`src/rtl/bist_pkg.sv`:
```
// ---------------------------------------------------------------------------
// bist_pkg : shared types and MISR step function for the BIST harness
// Revision : 1.0
// ---------------------------------------------------------------------------
`default_nettype none

package bist_pkg;

  typedef enum logic [1:0] {
    IDLE  = 2'd0,
    APPLY = 2'd1,
    DRAIN = 2'd2,
    DONE  = 2'd3
  } bist_state_t;

  localparam logic [9:0] DEFAULT_MISR_POLY = 10'h204;
  localparam int         MISR_MAX_W        = 32;

  // Width-generic step; bits at or above width are forced to zero.
  function automatic logic [MISR_MAX_W-1:0] misr_step(
    input logic [MISR_MAX_W-1:0] sig,
    input logic [MISR_MAX_W-1:0] resp,
    input logic [MISR_MAX_W-1:0] poly,
    input int                    width
  );
    logic [MISR_MAX_W-1:0] nxt;
    nxt = {sig[MISR_MAX_W-2:0], 1'b0} ^ (sig[width-1] ? poly : '0) ^ resp;
    for (int i = 0; i < MISR_MAX_W; i++) begin
      if (i >= width) nxt[i] = 1'b0;
    end
    return nxt;
  endfunction

endpackage

`default_nettype wire

```
`src/rtl/misr_reg.sv`:
```
// ---------------------------------------------------------------------------
// misr_reg : multiple-input signature register with seed load and fold enable
// Revision : 1.0
// ---------------------------------------------------------------------------
`default_nettype none

module misr_reg
  import bist_pkg::*;
#(
  parameter int               N_OUT     = 10,
  parameter logic [N_OUT-1:0] MISR_POLY = DEFAULT_MISR_POLY,
  parameter logic [N_OUT-1:0] MISR_SEED = '0
) (
  input  logic             clk,
  input  logic             rst,
  input  logic             load,
  input  logic             enable,
  input  logic [N_OUT-1:0] data,
  output logic [N_OUT-1:0] sig,
  output logic [N_OUT-1:0] sig_next
);

  logic [N_OUT-1:0]      r_sig;
  logic [MISR_MAX_W-1:0] w_step;
  logic                  w_unused_hi;

  assign w_step      = misr_step(MISR_MAX_W'(r_sig), MISR_MAX_W'(data),
                                 MISR_MAX_W'(MISR_POLY), N_OUT);
  assign w_unused_hi = ^w_step[MISR_MAX_W-1:N_OUT];

  // Load wins over fold so a restart always begins from the seed.
  always_comb begin
    sig_next = r_sig;
    if (load)        sig_next = MISR_SEED;
    else if (enable) sig_next = w_step[N_OUT-1:0];
  end

  always_ff @(posedge clk) begin
    if (rst) r_sig <= MISR_SEED;
    else     r_sig <= sig_next;
  end

  assign sig = r_sig;

endmodule

`default_nettype wire

```
`src/rtl/bist_harness_7x10.sv`:
```
// ---------------------------------------------------------------------------
// bist_harness_7x10 : exhaustive pattern driver and MISR response compactor
// Revision          : 1.0
// ---------------------------------------------------------------------------
`default_nettype none

module bist_harness_7x10
  import bist_pkg::*;
#(
  parameter int               N_IN       = 7,
  parameter int               N_OUT      = 10,
  parameter int               PIPE_LAT   = 0,
  parameter logic [N_OUT-1:0] MISR_POLY  = DEFAULT_MISR_POLY,
  parameter logic [N_OUT-1:0] MISR_SEED  = '0,
  parameter logic [N_OUT-1:0] GOLDEN_SIG = '0
) (
  input  logic             clk,
  input  logic             rst,
  input  logic             start,
  input  logic             abort,
  output logic [N_IN-1:0]  pattern,
  input  logic [N_OUT-1:0] response,
  output logic             busy,
  output logic             done,
  output logic             pass,
  output logic [N_OUT-1:0] signature
);

  localparam logic [N_IN:0] c_pat_one = {{N_IN{1'b0}}, 1'b1};

  bist_state_t      r_state, w_state_nxt;
  logic [N_IN:0]    r_pat_cnt;
  logic             r_pass;
  logic             w_start_ok, w_apply, w_pat_last, w_drain_last, w_fold;
  logic [N_OUT-1:0] w_sig_next;

  assign w_apply    = (r_state == APPLY);
  assign w_pat_last = w_apply && (r_pat_cnt[N_IN-1:0] == {N_IN{1'b1}});

  always_comb begin
    w_state_nxt = r_state;
    w_start_ok  = 1'b0;
    case (r_state)
      IDLE, DONE: if (start) begin
        w_state_nxt = APPLY;
        w_start_ok  = 1'b1;
      end
      APPLY:   if (w_pat_last) w_state_nxt = (PIPE_LAT == 0) ? DONE : DRAIN;
      DRAIN:   if (w_drain_last) w_state_nxt = DONE;
      default: w_state_nxt = IDLE;
    endcase
    if (abort) begin
      w_state_nxt = IDLE;
      w_start_ok  = 1'b0;
    end
  end

  always_ff @(posedge clk) begin
    if (rst) r_state <= IDLE;
    else     r_state <= w_state_nxt;
  end

  // Counter steps past the last pattern into the MSB, which then pins the output.
  always_ff @(posedge clk) begin
    if (rst || abort || w_start_ok) r_pat_cnt <= '0;
    else if (w_apply)               r_pat_cnt <= r_pat_cnt + c_pat_one;
  end

  assign pattern = r_pat_cnt[N_IN] ? {N_IN{1'b1}} : r_pat_cnt[N_IN-1:0];

  generate
    if (PIPE_LAT > 0) begin : g_drain
      localparam int              c_dw     = $clog2(PIPE_LAT + 1);
      localparam logic [c_dw-1:0] c_d_one  = c_dw'(1);
      localparam logic [c_dw-1:0] c_d_last = c_dw'(PIPE_LAT - 1);

      logic [c_dw-1:0]     r_drain_cnt;
      logic [PIPE_LAT-1:0] r_vpipe;

      always_ff @(posedge clk) begin
        if (rst || abort || (r_state != DRAIN)) r_drain_cnt <= '0;
        else                                    r_drain_cnt <= r_drain_cnt + c_d_one;
      end

      always_ff @(posedge clk) begin
        if (rst || abort) begin
          r_vpipe <= '0;
        end else begin
          r_vpipe[0] <= w_apply;
          for (int i = 1; i < PIPE_LAT; i++) r_vpipe[i] <= r_vpipe[i-1];
        end
      end

      assign w_drain_last = (r_drain_cnt == c_d_last);
      assign w_fold       = r_vpipe[PIPE_LAT-1];
    end else begin : g_no_drain
      assign w_drain_last = 1'b1;
      assign w_fold       = w_apply;
    end
  endgenerate

  misr_reg #(
    .N_OUT     (N_OUT),
    .MISR_POLY (MISR_POLY),
    .MISR_SEED (MISR_SEED)
  ) u_misr (
    .clk      (clk),
    .rst      (rst),
    .load     (w_start_ok),
    .enable   (w_fold && !abort),
    .data     (response),
    .sig      (signature),
    .sig_next (w_sig_next)
  );

  // Judged on the post-fold signature so the final fold is included.
  always_ff @(posedge clk) begin
    if (rst) r_pass <= 1'b0;
    else     r_pass <= (w_state_nxt == DONE) && (w_sig_next == GOLDEN_SIG);
  end

  assign busy = (r_state == APPLY) || (r_state == DRAIN);
  assign done = (r_state == DONE);
  assign pass = r_pass;

endmodule

`default_nettype wire

```
`config.mk`:
```
export PLATFORM = sky130hd
export DESIGN_NAME = bist_harness_7x10
export DESIGN_NICKNAME = d
export VERILOG_FILES = /design/src/rtl/bist_pkg.sv /design/src/rtl/misr_reg.sv /design/src/rtl/bist_harness_7x10.sv
export SDC_FILE = /design/constraint.sdc
export NUM_CORES = 1
export LEC_CHECK = 0
export ABC_AREA = 1
export ABC_CLOCK_PERIOD_IN_PS = 3960
export CORE_MARGIN = 5
export CORE_UTILIZATION = 46
export DETAILED_ROUTE_END_ITERATION = 10
export PLACE_DENSITY = 0.85
export REMOVE_ABC_BUFFERS = 1
export SLEW_MARGIN = 25
export SYNTH_ARGS = -nofsm -noshare
export SYNTH_HDL_FRONTEND = slang
export SYNTH_SLANG_ARGS = --single-unit
```
`constraint.sdc`:
```
create_clock -name clk -period 3.96 [get_ports clk]
set_input_delay 0.594 -clock clk [delete_from_list [all_inputs] [get_ports clk]]
set_output_delay 0.594 -clock clk [all_outputs]
set_load 0.05 [all_outputs]
```
After elaboration in Yosys (flattened, before gate mapping)
Index checks and enable logic that the tools add are counted.
{"block": "word_totals", "word_cells": 33, "input_bits": 14, "regBits": 21, "output_inout_bits": 20}
{"block": "classes", "bitwise_logic": 2, "n_reduce_logical": 10, "n_mux": 11, "n_eq_ne": 5, "addsub": 1}
{"cell": "two-way mux 10 bit", "n": 3}
{"cell": "XOR 10 bit", "n": 2}
{"cell": "logical NOT 10 bit", "n": 1}
{"cell": "adder 8 x 1 -> 8 bit (second input constant)", "n": 1}
{"cell": "== test 7 bit (second input constant)", "n": 1}
{"cell": "two-way mux 7 bit", "n": 1}
{"cell": "== test 2 bit (second input constant)", "n": 3}
{"cell": "two-way mux 2 bit", "n": 3}
{"cell": "case mux 2 bit (3 select lines)", "n": 1}
{"cell": "logical AND 1 bit", "n": 3}
{"cell": "logical OR 1 bit", "n": 3}
{"cell": "two-way mux 1 bit", "n": 3}
{"cell": "== test 2 x 1 -> 1 bit (second input constant)", "n": 1}
{"cell": "logical NOT 2 bit", "n": 1}
{"cell": "OR reduction 2 bit", "n": 1}
{"cell": "logical NOT 1 bit", "n": 1}

Logic depth before layout (Yosys ltp)
Gate-level depths: netlist of the first run.
{"block": "depth", "word_depth": 7, "ltp_mapped": 12, "mapped_depth_nobuf": 11}

Modules after synthesis
A second synthesis of the first run with hierarchy kept.
{"block": "hier_totals", "hier_cells": 173, "area_unflattened_um2": 1162.4}
{"mod": "bist_harness_7x10", "area_each_um2": 601.8, "seq_area_each_um2": 220.2, "cells_each": 90, "n_inst": 1}
{"mod": "misr_reg", "area_each_um2": 560.5, "seq_area_each_um2": 200.2, "cells_each": 83, "n_inst": 1}

Worst setup path before layout of the first run
OpenSTA, ideal clock, no wires.
{"block": "synth_timing", "path_kind": "flip-flop to output port", "from": "register r_state[0]", "to": "output port busy", "setup_slack_ns": 2.284, "stages_incl_launch_ff": 4, "arrival_ns": 1.082, "required_time_ns": 3.366, "n_path_buf": 0, "cell_sequence": "dfxtp_1 > inv_1 > ha_1 > inv_1"}
{"block": "synth_between", "elab_chain_cells": 2, "word_cells_on_any_way": 3, "cone_classes": "eq/ne: 2; reduce/logical: 1"}
{"element": "start: declaration", "line_no": "bist_harness_7x10.sv:31", "rtl": "bist_state_t r_state, w_state_nxt;"}
{"element": "start signal: assignment", "line_no": "bist_harness_7x10.sv:60", "rtl": "else r_state <= w_state_nxt;"}
{"element": "== test 2 x 1 -> 1 bit or == test 2 bit (tied branches)", "line_no": "bist_harness_7x10.sv:122", "rtl": "assign busy = (r_state == APPLY) || (r_state == DRAIN);"}
{"element": "logical OR 1 bit *", "line_no": "bist_harness_7x10.sv:122"}
{"element": "end: declaration", "line_no": "bist_harness_7x10.sv:23", "rtl": "output logic busy,"}
Every way passes the cells marked *; elsewhere a longest branch is shown, timed or not.

Worst setup path in the final report of the first run
Same ends and word-level chain as after synthesis.

==> impl_metrics.xml, run 1 <==
<?xml version="1.0" encoding="UTF-8"?>
<metrics>
  <group name="run_status">
    <metric name="outcome" unit="">finished clean</metric>
  </group>
  <group name="drt">
    <metric name="routed_wire_length_per_instance" unit="um">10.0</metric>
    <metric name="route.detailed.drc" unit="">0</metric>
    <metric name="routed_wirelength" unit="um">2540</metric>
    <metric name="drt_first_iter_violations" unit="">32</metric>
    <metric name="vias" unit="">1225</metric>
    <metric name="vias_per_cell" unit="">4.82</metric>
    <metric name="drt-pass1-iter-count" unit="">4</metric>
    <metric name="route.antenna.remaining_nets" unit="">0</metric>
  </group>
  <group name="hold_path">
    <metric name="min_to" unit="">r_pat_cnt[6]</metric>
    <metric name="hold-path-cell-count" unit="">2</metric>
    <metric name="hp-class" unit="">flip-flop to flip-flop</metric>
    <metric name="hold_path.startpoint" unit="">r_pat_cnt[6]</metric>
  </group>
  <group name="global_route">
    <metric name="grt_max_degree" unit="">15</metric>
    <metric name="antenna_found_initial" unit="">0</metric>
    <metric name="grt_util_all_layers" unit="%">15.0</metric>
    <metric name="grt_overflow" unit="">0</metric>
    <metric name="first_global_vias" unit="">1134</metric>
    <metric name="grt_pass1_wl" unit="um">4320</metric>
  </group>
  <group name="setup_path">
    <metric name="worst_r2r_endpoint" unit="">pass</metric>
    <metric name="r2r_start" unit="">r_state[1]</metric>
    <metric name="critical_path_class" unit="">flip-flop to output pin</metric>
    <metric name="worst_path_max_delay_cell" unit="">clkdlybuf4s50_1</metric>
    <metric name="critPathCaptureType" unit="">output pin</metric>
    <metric name="timing.reg2reg.setup_slack" unit="ns">2.26</metric>
    <metric name="path_common_cell" unit="">inv_1</metric>
    <metric name="critPathRequiredTime" unit="ns">3.37</metric>
    <metric name="crit_path_max_incr_delay" unit="ns">0.80</metric>
    <metric name="worst_r2r_path_depth" unit="">10</metric>
    <metric name="start_kind" unit="">flip-flop</metric>
    <metric name="timing.critical_path.arrival" unit="ns">2.01</metric>
    <metric name="critical_path.max_fanout" unit="">5</metric>
    <metric name="critPathTopFamily" unit="">buffers and inverters</metric>
    <metric name="crit_path_cell_trace" unit="">inv_1 &gt; ha_1 &gt; inv_1 &gt; clkdlybuf4s50_1</metric>
    <metric name="path_buf_inv" unit="">3</metric>
  </group>
  <group name="die">
    <metric name="floorplan.die.width" unit="um">61.1</metric>
    <metric name="initial_standard_cell_utilization_of_the_core" unit="%">48.4</metric>
    <metric name="fp-row-count" unit="">18</metric>
    <metric name="die_height" unit="um">61.1</metric>
    <metric name="die-area" unit="um2">3730</metric>
    <metric name="io-pin-count" unit="">34</metric>
    <metric name="core-area" unit="um2">2480</metric>
  </group>
  <group name="cts">
    <metric name="cts-htree-levels" unit="">1</metric>
    <metric name="cts_root_buf" unit="">clkbuf_4</metric>
    <metric name="cts_hold_buf" unit="">0</metric>
    <metric name="cts_sinks" unit="">21</metric>
    <metric name="cts_tree" unit="">built</metric>
    <metric name="cts-resized-gates" unit="">0</metric>
    <metric name="worst_setup_hold_path_clk_slew" unit="ns">0.12</metric>
    <metric name="numCtsBuffers" unit="">3</metric>
    <metric name="clk_path_buf_depth" unit="">2</metric>
    <metric name="post-cts-setup-buffer-count" unit="">0</metric>
    <metric name="insertion_delay" unit="ns">0.30</metric>
  </group>
  <group name="synthesis">
    <metric name="synth_sequential_area_ratio" unit="%">35.0</metric>
    <metric name="synth_largest_area_cell" unit="">dfxtp_1</metric>
    <metric name="synth.mux.area_fraction" unit="%">0</metric>
    <metric name="synth_compound_area_share" unit="%">7.09</metric>
    <metric name="synth_cell_type_count" unit="">23</metric>
    <metric name="synth_top_family_by_area" unit="">simple AND/OR/NAND/NOR gates</metric>
    <metric name="synth.top_cell.area_share" unit="%">35.0</metric>
    <metric name="synthesis.yosys.warnings" unit="">0</metric>
    <metric name="post_synth_and_or_nand_nor_area_fraction" unit="%">40.8</metric>
    <metric name="ys_ff_latch" unit="">21</metric>
    <metric name="synth_xor_area_share" unit="%">0.730</metric>
    <metric name="synth.cell_area" unit="um2">1200</metric>
    <metric name="syn_area_per_cell" unit="um2">6.35</metric>
    <metric name="synthCells" unit="">189</metric>
    <metric name="synth_area_leaders" unit="">dfxtp_1, nand2_1, inv_1, nor2_1, nand3_1</metric>
    <metric name="synthAdderAreaFrac" unit="%">4.17</metric>
  </group>
  <group name="finish">
    <metric name="fill_cells" unit="">238</metric>
    <metric name="final_nets" unit="">243</metric>
    <metric name="antenna_cells_inserted" unit="">0</metric>
    <metric name="final_layout_size_suffix_gt1_share" unit="%">5.80</metric>
    <metric name="mostFrequentLayoutCell" unit="">nand2_1</metric>
    <metric name="most-common-layout-cells" unit="">nand2_1, inv_1, clkdlybuf4s50_1</metric>
    <metric name="layout-area-overhead-vs-synth" unit="%">31.3</metric>
  </group>
  <group name="sta">
    <metric name="worst_slew_pin_slew" unit="ns">0.508</metric>
    <metric name="relative_max_transition_margin" unit="%">66.0</metric>
    <metric name="finalHoldViolations" unit="">0</metric>
    <metric name="number_of_max_slew_violations_in_the_final_report" unit="">0</metric>
    <metric name="max_freq" unit="MHz">384</metric>
    <metric name="rsz0062_at_grt" unit="">false</metric>
    <metric name="final.setup.worst_slack" unit="ns">1.36</metric>
    <metric name="finalCritPeriodShare" unit="%">65.7</metric>
    <metric name="report.final.setup_viol" unit="">0</metric>
    <metric name="setup_skew" unit="ns">0.00354</metric>
    <metric name="period_minus_slack" unit="ns">2.60</metric>
    <metric name="final_layout_setup_total_negative_slack" unit="ns">0</metric>
  </group>
  <group name="place">
    <metric name="dp.final_hpwl" unit="um">1990</metric>
    <metric name="place.gp.congestion" unit="">0.812</metric>
    <metric name="port_buffers" unit="">33</metric>
    <metric name="post-place-ws" unit="ns">1.69</metric>
  </group>
  <group name="power_and_ir_drop">
    <metric name="worst_vdd_drop" unit="mV">0.182</metric>
    <metric name="cellLeakagePower" unit="nW">0.740</metric>
    <metric name="power_density" unit="nW/um2">264</metric>
    <metric name="report.power.total" unit="mW">0.416</metric>
  </group>
  <group name="job">
    <metric name="cap_viol_max_count" unit="">0</metric>
  </group>
</metrics>
==> worst min-delay path, stage by stage, from the launching register on <==
cell and delay, ns:
dfxtp_1 0.32, inv_1 0.08, a21oi_1 0.07
==> metrics by stage <==
stage,utilization [%],hold WS (ns),cell area [um2],std cells
CTS,63.6,0.502,1580,254
global route,63.6,0.516,1580,254
global placement,62.5,0.467,1550,250
finish,63.6,0.493,1580,254
detailed placement,62.5,0.485,1550,250
floorplan,-,0.451,1180,187
==> flip-flops by register name (all words and copies together) (netlist names) <==
| name | count |
|---|---|
| pass | 1 |
| r_state | 2 |
| u_misr.sig | 10 |
| r_pat_cnt | 8 |
==> logic make-up after synthesis <==
| logic type | after synthesis |
|---|---|
| AO/OA/AOI/OAI | 16 |
| XOR/XNOR | 1 |
| adder cells (fa/ha/maj) | 4 |
| buffers and inverters | 36 |
| flip-flops | 21 |
| AND/OR/NAND/NOR | 111 |
==> worst max path at each step <==
stage | start | end | slack, ns | cells past startpoint
global placement | r_state[0] | busy | 1.72 | 4
global route | r_state[0] | busy | 1.25 | 4
CTS | r_state[0] | busy | 1.34 | 4
detailed placement | r_state[0] | busy | 1.69 | 4
finish | r_state[0] | busy | 1.36 | 4
floorplan | r_state[0] | busy | 2.28 | 3
==> synthesized netlist by cell type <==
cell type and instances:
clkbuf_1 1, nor3_1 7, a21oi_1 4, nor2_1 30, nand4_1 1, o31ai_1 1
o21ai_0 10, xnor2_1 1, or2_2 3, ha_1 4, o21a_1 1, buf_8 1
nand3_2 2, nand2_4 1, nor4_1 1, inv_1 33, nor3b_1 1, inv_2 1
dfxtp_1 21, nand2_1 50, nor2_2 2, nand3_1 12, nor2_4 1
==> metal layers <==
layer	wire length [um]	track usage, %	vias up
met2	1250	27.0	27
met4	14	4.95	0
met3	169	3.77	2
met1	1110	17.0	548
li1	-	-	648
met5	0	0	-
==> where the power goes <==
| group | leakage [nW] | switching (mW) | internal (mW) |
|---|---|---|---|
| sequential | 0.170 | 0.00451 | 0.216 |
| clock | 0.0150 | 0.0644 | 0.0392 |
| combinational | 0.555 | 0.0556 | 0.0356 |
| total | 0.740 | 0.125 | 0.291 |
==> final cells by class <==
class / instances / area (um2) / share of cell area, %
multi-input cells: 132 / 633 / 40.2
flip-flops and latches: 21 / 420 / 26.7
repair buffers: 33 / 330 / 21.0
inverters: 34 / 128 / 8.10
well taps: 30 / 37.5 / 2.38
clock buffers: 4 / 26.3 / 1.67
No activity file was read; power rests on OpenSTA's default activity.
==> run 2: changes to the inputs <==
--- a/config.mk
+++ b/config.mk
@@ -6,11 +6,11 @@
 export NUM_CORES = 1
 export LEC_CHECK = 0
 export ABC_AREA = 1
-export ABC_CLOCK_PERIOD_IN_PS = 3960
+export ABC_CLOCK_PERIOD_IN_PS = 2100
 export CORE_MARGIN = 5
-export CORE_UTILIZATION = 46
+export CORE_UTILIZATION = 42
 export DETAILED_ROUTE_END_ITERATION = 10
-export PLACE_DENSITY = 0.85
+export PLACE_DENSITY = 0.83
 export REMOVE_ABC_BUFFERS = 1
 export SLEW_MARGIN = 25
 export SYNTH_ARGS = -nofsm -noshare
==> constraint.sdc (replaced) <==
create_clock -name clk -period 2.1 [get_ports clk]
set_input_delay 0.315 -clock clk [delete_from_list [all_inputs] [get_ports clk]]
set_output_delay 0.315 -clock clk [all_outputs]
set_load 0.05 [all_outputs]
==> run 2 against run 1 <==
Final cell count is 0.79% higher. Critical path depth is 2 lower. Non-clock buffer count is 1 higher. Worst hold slack worse by 0.0085 ns. Clock-buffer cell count stayed put. Sequential cell count stayed put. Routed wire length is 4.4% higher. Sequential share of layout area is 0.11 points lower. Design area is 0.40% higher. Clock power is 95% higher. Highest routed layer unchanged.
==> impl_metrics.xml, run 2 (synthesis results as in run 1) <==
<?xml version="1.0" encoding="UTF-8"?>
<metrics>
  <group name="finish">
    <metric name="most-common-layout-cells" unit="">nand2_1, inv_1, clkdlybuf4s50_1</metric>
    <metric name="antenna_cells_inserted" unit="">0</metric>
    <metric name="final_layout_size_suffix_gt1_share" unit="%">6.67</metric>
    <metric name="mostFrequentLayoutCell" unit="">nand2_1</metric>
    <metric name="fill_cells" unit="">271</metric>
    <metric name="largest_register_ff_count" unit="">10</metric>
    <metric name="layout.core_utilization" unit="%">57.4</metric>
    <metric name="final_nets" unit="">244</metric>
    <metric name="layout-area-overhead-vs-synth" unit="%">31.8</metric>
  </group>
  <group name="setup_path">
    <metric name="critPathRequiredTime" unit="ns">1.78</metric>
    <metric name="crit_path_max_incr_delay" unit="ns">0.79</metric>
    <metric name="critical_path.startpoint" unit="">r_state[0]</metric>
    <metric name="critical_path.max_fanout" unit="">4</metric>
    <metric name="critPathCaptureType" unit="">output pin</metric>
    <metric name="critical_path_class" unit="">flip-flop to output pin</metric>
    <metric name="r2r_start" unit="">r_state[1]</metric>
    <metric name="start_kind" unit="">flip-flop</metric>
    <metric name="worst_path_max_delay_cell" unit="">clkdlybuf4s50_1</metric>
    <metric name="timing.critical_path.arrival" unit="ns">1.67</metric>
    <metric name="crit_path_cell_trace" unit="">ha_1 &gt; clkdlybuf4s50_1</metric>
  </group>
  <group name="place">
    <metric name="dp.final_hpwl" unit="um">2090</metric>
    <metric name="port_buffers" unit="">33</metric>
    <metric name="place.gp.congestion" unit="">0.805</metric>
  </group>
  <group name="die">
    <metric name="fp-row-count" unit="">19</metric>
    <metric name="io-pin-count" unit="">34</metric>
    <metric name="core-area" unit="um2">2760</metric>
    <metric name="die_height" unit="um">63.5</metric>
    <metric name="die-area" unit="um2">4030</metric>
    <metric name="floorplan.die.width" unit="um">63.5</metric>
    <metric name="initial_standard_cell_utilization_of_the_core" unit="%">43.5</metric>
  </group>
  <group name="sta">
    <metric name="setup_skew" unit="ns">0.00732</metric>
    <metric name="finalHoldViolations" unit="">0</metric>
    <metric name="finalCritPeriodShare" unit="%">94.4</metric>
    <metric name="period_minus_slack" unit="ns">1.98</metric>
    <metric name="worst_slew_pin_slew" unit="ns">0.508</metric>
    <metric name="relative_max_transition_margin" unit="%">66.0</metric>
    <metric name="final_layout_setup_total_negative_slack" unit="ns">0</metric>
    <metric name="rsz0062_at_grt" unit="">false</metric>
    <metric name="max_freq" unit="MHz">504</metric>
    <metric name="report.final.setup_viol" unit="">0</metric>
    <metric name="number_of_max_slew_violations_in_the_final_report" unit="">0</metric>
  </group>
  <group name="cts">
    <metric name="numCtsBuffers" unit="">3</metric>
    <metric name="cts_root_buf" unit="">clkbuf_4</metric>
    <metric name="cts-resized-gates" unit="">0</metric>
    <metric name="cts_tree" unit="">built</metric>
    <metric name="worst_setup_hold_path_clk_slew" unit="ns">0.12</metric>
    <metric name="cts_hold_buf" unit="">0</metric>
    <metric name="post-cts-setup-buffer-count" unit="">0</metric>
    <metric name="cts-htree-levels" unit="">1</metric>
    <metric name="cts_sinks" unit="">21</metric>
    <metric name="clk_path_buf_depth" unit="">2</metric>
    <metric name="insertion_delay" unit="ns">0.31</metric>
  </group>
  <group name="drt">
    <metric name="routed_wire_length_per_instance" unit="um">10.4</metric>
    <metric name="routed_wirelength" unit="um">2650</metric>
    <metric name="drt-pass1-iter-count" unit="">4</metric>
    <metric name="vias_per_cell" unit="">4.79</metric>
    <metric name="route.detailed.drc" unit="">0</metric>
    <metric name="route.antenna.remaining_nets" unit="">0</metric>
    <metric name="vias" unit="">1226</metric>
    <metric name="drt_first_iter_violations" unit="">39</metric>
  </group>
  <group name="global_route">
    <metric name="first_global_vias" unit="">1150</metric>
    <metric name="grt_max_degree" unit="">15</metric>
    <metric name="grt_pass1_wl" unit="um">4610</metric>
    <metric name="grt_util_all_layers" unit="%">13.7</metric>
    <metric name="grt_overflow" unit="">0</metric>
    <metric name="antenna_found_initial" unit="">0</metric>
  </group>
  <group name="power_and_ir_drop">
    <metric name="worst_vdd_drop" unit="mV">0.329</metric>
    <metric name="power_density" unit="nW/um2">501</metric>
    <metric name="cellLeakagePower" unit="nW">0.746</metric>
  </group>
  <group name="run_status">
    <metric name="outcome" unit="">finished clean</metric>
  </group>
  <group name="job">
    <metric name="cap_viol_max_count" unit="">0</metric>
  </group>
  <group name="hold_path">
    <metric name="hp-class" unit="">flip-flop to flip-flop</metric>
    <metric name="hold_path.startpoint" unit="">r_pat_cnt[6]</metric>
  </group>
</metrics>
run 2: cell count changes in the layout (fill, tap and decap cells not counted), sizes merged:
cell and delta:
clkdlybuf4s50 -1, buf +2
run 2: layout make-up:
cell class                 instances  area (um2)  share of cell area [%]
clock buffer                       4        26.3                    1.66
inverter                          34         128                    8.07
multi-input combinational        132         633                    40.0
sequential                        21         420                    26.6
tap                               31        38.8                    2.45
timing repair buffer              34         335                    21.2
run 2: per-layer routing:
metal	global-route usage [%]	part of all wire [%]
met1	16.5	46
met2	22.3	45
met3	3.91	7.6
met4	5.97	2.0
met5	0	0
run 2: worst paths after layout:
path              depth (start not counted)           end  slack (ns)
hold reg to reg                           2  r_pat_cnt[6]        0.48
setup reg to reg                         10          pass        0.39
setup / recovery                          2          done        0.12
hold / removal                            2  r_pat_cnt[6]        0.48
run 2: where the power goes:
group          leakage [nW]  switching [mW]  internal, mW
clock                0.0150           0.128        0.0743
combinational         0.561           0.105        0.0677
sequential            0.170         0.00895         0.408
run 2: per-stage QoR:
stage	setup WS [ns]	area (um2)	std cells	hold WS [ns]	power, mW
finish	0.117	1580	256	0.485	0.792
global route	0.0370	1580	256	0.521	0.826
CTS	0.0969	1580	256	0.488	0.794
detailed placement	0.304	1560	252	0.471	0.599
global placement	0.318	1560	252	0.467	0.597
floorplan	0.545	1180	187	0.387	0.532
run 2: critical path, delay by kind of cell, from the launching register on:
kind	cells	cell delay (ns)
buf+inv	1	0.79
flops	1	0.41
fa+ha+maj	1	0.16
==> run 3: changes to the inputs <==
--- a/config.mk
+++ b/config.mk
@@ -6,13 +6,14 @@
 export NUM_CORES = 1
 export LEC_CHECK = 0
 export ABC_AREA = 1
-export ABC_CLOCK_PERIOD_IN_PS = 2100
+export ABC_CLOCK_PERIOD_IN_PS = 2350
 export CORE_MARGIN = 5
-export CORE_UTILIZATION = 42
+export CORE_UTILIZATION = 50
 export DETAILED_ROUTE_END_ITERATION = 10
-export PLACE_DENSITY = 0.83
+export PLACE_DENSITY = 0.92
 export REMOVE_ABC_BUFFERS = 1
 export SLEW_MARGIN = 25
 export SYNTH_ARGS = -nofsm -noshare
 export SYNTH_HDL_FRONTEND = slang
+export SYNTH_HIERARCHICAL = 1
 export SYNTH_SLANG_ARGS = --single-unit
==> constraint.sdc (replaced) <==
create_clock -name clk -period 2.35 [get_ports clk]
set_input_delay 0.3525 -clock clk [delete_from_list [all_inputs] [get_ports clk]]
set_output_delay 0.3525 -clock clk [all_outputs]
set_load 0.05 [all_outputs]
==> run 3 against run 2 <==
Synthesized area shrank 3.1%. Critical endpoint is now busy. Final cell count shrank 7.0%. Global-route usage grew 2.9 points. Synthesized cell count shrank 8.5%. Clock skew shrank 0.0058 ns. Clock power shrank 14%. Via count shrank 4.9%. Worst hold slack gained 0.019 ns. Power shrank 11%. First-iteration DRC count shrank 36%. Utilization grew 13 points. Largest cell class unchanged. Clock-buffer cell count is the same.
==> impl_metrics.xml, run 3 <==
<?xml version="1.0" encoding="UTF-8"?>
<metrics>
  <group name="cts">
    <metric name="worst_setup_hold_path_clk_slew" unit="ns">0.11</metric>
    <metric name="cts_sinks" unit="">21</metric>
    <metric name="clk_path_buf_depth" unit="">2</metric>
    <metric name="cts_root_buf" unit="">clkbuf_4</metric>
    <metric name="numCtsBuffers" unit="">3</metric>
    <metric name="cts_tree" unit="">built</metric>
    <metric name="cts-htree-levels" unit="">1</metric>
    <metric name="insertion_delay" unit="ns">0.30</metric>
    <metric name="post-cts-setup-buffer-count" unit="">0</metric>
    <metric name="cts_hold_buf" unit="">0</metric>
  </group>
  <group name="die">
    <metric name="io-pin-count" unit="">34</metric>
    <metric name="floorplan.die.width" unit="um">58.2</metric>
    <metric name="die-area" unit="um2">3390</metric>
    <metric name="core-area" unit="um2">2210</metric>
    <metric name="fp-row-count" unit="">17</metric>
    <metric name="initial_standard_cell_utilization_of_the_core" unit="%">52.5</metric>
    <metric name="die_height" unit="um">58.2</metric>
  </group>
  <group name="synthesis">
    <metric name="synth.top_cell.area_share" unit="%">36.2</metric>
    <metric name="synth_enable_flop_cells" unit="">0</metric>
    <metric name="synthCells" unit="">173</metric>
    <metric name="async_reset_ff_share" unit="%">0</metric>
    <metric name="synth.cell_area" unit="um2">1160</metric>
    <metric name="synthTopCellsByCount" unit="">nor2_1, nand2_1, inv_1, dfxtp_1, a21oi_1</metric>
    <metric name="synth_area_leaders" unit="">dfxtp_1, nor2_1, nand2_1, inv_1, xor2_1</metric>
    <metric name="ys_ff_latch" unit="">21</metric>
    <metric name="synth_largest_area_cell" unit="">dfxtp_1</metric>
    <metric name="synthesis.yosys.warnings" unit="">6</metric>
    <metric name="synth_cell_type_count" unit="">24</metric>
    <metric name="synthFlopType" unit="">dfxtp_1</metric>
    <metric name="synth.most_common_cell" unit="">nor2_1</metric>
    <metric name="synth_sequential_area_ratio" unit="%">36.2</metric>
    <metric name="syn_area_per_cell" unit="um2">6.72</metric>
  </group>
  <group name="sta">
    <metric name="number_of_max_slew_violations_in_the_final_report" unit="">0</metric>
    <metric name="final_layout_setup_total_negative_slack" unit="ns">0</metric>
    <metric name="finalCritPeriodShare" unit="%">87.8</metric>
    <metric name="max_freq" unit="MHz">485</metric>
    <metric name="relative_max_transition_margin" unit="%">66.1</metric>
    <metric name="finalHoldViolations" unit="">0</metric>
    <metric name="period_minus_slack" unit="ns">2.06</metric>
    <metric name="report.final.setup_viol" unit="">0</metric>
    <metric name="final.setup.worst_slack" unit="ns">0.288</metric>
    <metric name="setup_skew" unit="ns">0.00150</metric>
    <metric name="rsz0062_at_grt" unit="">false</metric>
    <metric name="worst_slew_pin_slew" unit="ns">0.508</metric>
  </group>
  <group name="setup_path">
    <metric name="worst_r2r_endpoint" unit="">pass</metric>
    <metric name="r2r_start" unit="">r_state[1]</metric>
    <metric name="worst_path_max_delay_cell" unit="">dlygate4sd2_1</metric>
    <metric name="critPathCaptureType" unit="">output pin</metric>
    <metric name="path_common_cell" unit="">inv_1</metric>
    <metric name="crit_path_cell_trace" unit="">inv_1 &gt; ha_1 &gt; inv_1 &gt; dlygate4sd2_1</metric>
    <metric name="critical_path.max_fanout" unit="">5</metric>
    <metric name="path_buf_inv" unit="">3</metric>
    <metric name="critPathRequiredTime" unit="ns">2.00</metric>
    <metric name="critical_path_class" unit="">flip-flop to output pin</metric>
    <metric name="timing.reg2reg.setup_slack" unit="ns">0.35</metric>
    <metric name="critPathTopFamily" unit="">buffers and inverters</metric>
    <metric name="worst_r2r_path_depth" unit="">11</metric>
    <metric name="timing.critical_path.arrival" unit="ns">1.71</metric>
    <metric name="start_kind" unit="">flip-flop</metric>
    <metric name="crit_path_max_incr_delay" unit="ns">0.53</metric>
  </group>
  <group name="global_route">
    <metric name="grt_pass1_wl" unit="um">4460</metric>
    <metric name="antenna_found_initial" unit="">0</metric>
    <metric name="grt_util_all_layers" unit="%">16.6</metric>
    <metric name="grt_overflow" unit="">0</metric>
    <metric name="grt_max_degree" unit="">12</metric>
    <metric name="first_global_vias" unit="">1094</metric>
  </group>
  <group name="job">
    <metric name="cap_viol_max_count" unit="">0</metric>
  </group>
  <group name="finish">
    <metric name="antenna_cells_inserted" unit="">0</metric>
    <metric name="largest_register_ff_count" unit="">10</metric>
    <metric name="mostFrequentLayoutCell" unit="">nor2_1</metric>
    <metric name="fill_cells" unit="">196</metric>
    <metric name="final_layout_size_suffix_gt1_share" unit="%">10.0</metric>
    <metric name="layout-area-overhead-vs-synth" unit="%">33.8</metric>
    <metric name="most-common-layout-cells" unit="">nor2_1, clkdlybuf4s50_1, nand2_1</metric>
    <metric name="final_nets" unit="">229</metric>
  </group>
  <group name="place">
    <metric name="post-place-ws" unit="ns">0.326</metric>
    <metric name="dp.final_hpwl" unit="um">2040</metric>
    <metric name="place.gp.congestion" unit="">0.818</metric>
    <metric name="port_buffers" unit="">33</metric>
  </group>
  <group name="drt">
    <metric name="routed_wire_length_per_instance" unit="um">10.7</metric>
    <metric name="vias_per_cell" unit="">4.90</metric>
    <metric name="route.antenna.remaining_nets" unit="">0</metric>
    <metric name="drt-pass1-iter-count" unit="">4</metric>
    <metric name="routed_wirelength" unit="um">2550</metric>
    <metric name="vias" unit="">1166</metric>
    <metric name="route.detailed.drc" unit="">0</metric>
    <metric name="drt_first_iter_violations" unit="">25</metric>
  </group>
  <group name="hold_path">
    <metric name="min_to" unit="">r_pat_cnt[3]</metric>
    <metric name="hp-class" unit="">flip-flop to flip-flop</metric>
    <metric name="hold-path-cell-count" unit="">1</metric>
    <metric name="hold_path.startpoint" unit="">r_pat_cnt[3]</metric>
  </group>
  <group name="run_status">
    <metric name="outcome" unit="">finished clean</metric>
  </group>
  <group name="power_and_ir_drop">
    <metric name="cellLeakagePower" unit="nW">0.764</metric>
    <metric name="power_density" unit="nW/um2">451</metric>
    <metric name="worst_vdd_drop" unit="mV">0.328</metric>
  </group>
</metrics>
## run 3: changes by cell type in the layout (fill, tap and decap cells not counted), sizes merged, moves of 2 or more
cell	before	now
nand3	14	5
inv	34	30
xor2	0	7
nand2	51	32
nor3	7	5
nor2	33	37
a21oi	4	9
o21ai	10	12
## run 3: metrics by stage
stage	instances	hold WS, ns	cell area [um2]	power, mW	utilization [%]
final	238	0.504	1560	0.702	70.3
after global routing	238	0.525	1560	0.741	70.3
after CTS	238	0.510	1560	0.707	70.3
after detailed placement	234	0.479	1530	0.536	69.2
after global placement	234	0.466	1530	0.533	69.2
after floorplan	170	0.419	1140	0.473	-
## run 3: per-layer routing
layer  global-route usage (%)  up-vias  part of all wire, %
li1                         -      608                    -
met1                     21.5      520                   49
met2                     26.9       34                   46
met3                     2.67        4                  4.5
met4                     7.28        0                  1.2
met5                        0        -                    0
## run 3: cells by family after synthesis
kind of cell,count (synthesis),synth area share [%]
simple gates,86,32.6
compound gates,22,10.2
xor+xnor,7,5.27
flops,21,36.2
buf+inv,33,11.4
fa+ha+maj,4,4.31
## run 3: how the worst max path moves through the flow
stage                           from  endpoint  slack (ns)  cells past startpoint
after global placement    r_state[0]      busy        0.37                      4
after detailed placement       abort      pass        0.33                     12
after global routing      r_state[0]      pass         0.1                     13
after floorplan           r_state[1]      pass        0.36                     12
after CTS                 r_state[0]      busy        0.28                      4
final                     r_state[0]      busy        0.29                      4
## run 3: what timing repair did
| item | in CTS | in global routing |
|---|---|---|
| setup endpoints to repair | 1 | 0 |
| gates resized for setup | 1 | 0 |
| endpoints found under the hold margin | 0 | 0 |
## run 3: where the power goes
part / leakage (nW) / internal (mW) / switching (mW)
combinational: 0.579 / 0.0626 / 0.0917
sequential: 0.170 / 0.365 / 0.00780
clock: 0.0150 / 0.0662 / 0.109
## run 3: worst register-to-register path, cell delays in order, from the launching register on
cell and delay (ns):
dfxtp_1 0.36, inv_1 0.09, ha_1 0.31, inv_1 0.10
nor2_1 0.16, buf_4 0.21, nand4_1 0.12, nand3_2 0.10
inv_1 0.04, nor4_1 0.26, nand3_1 0.10, nor2_1 0.10
## run 3: cell type report
cell class | count | area [um2] | share of cell area (%)
tap | 28 | 35.0 | 2.25
timing repair buffer | 36 | 352 | 22.6
inverter | 30 | 113 | 7.24
multi-input combinational | 119 | 609 | 39.2
sequential | 21 | 420 | 27.0
clock buffer | 4 | 26.3 | 1.69
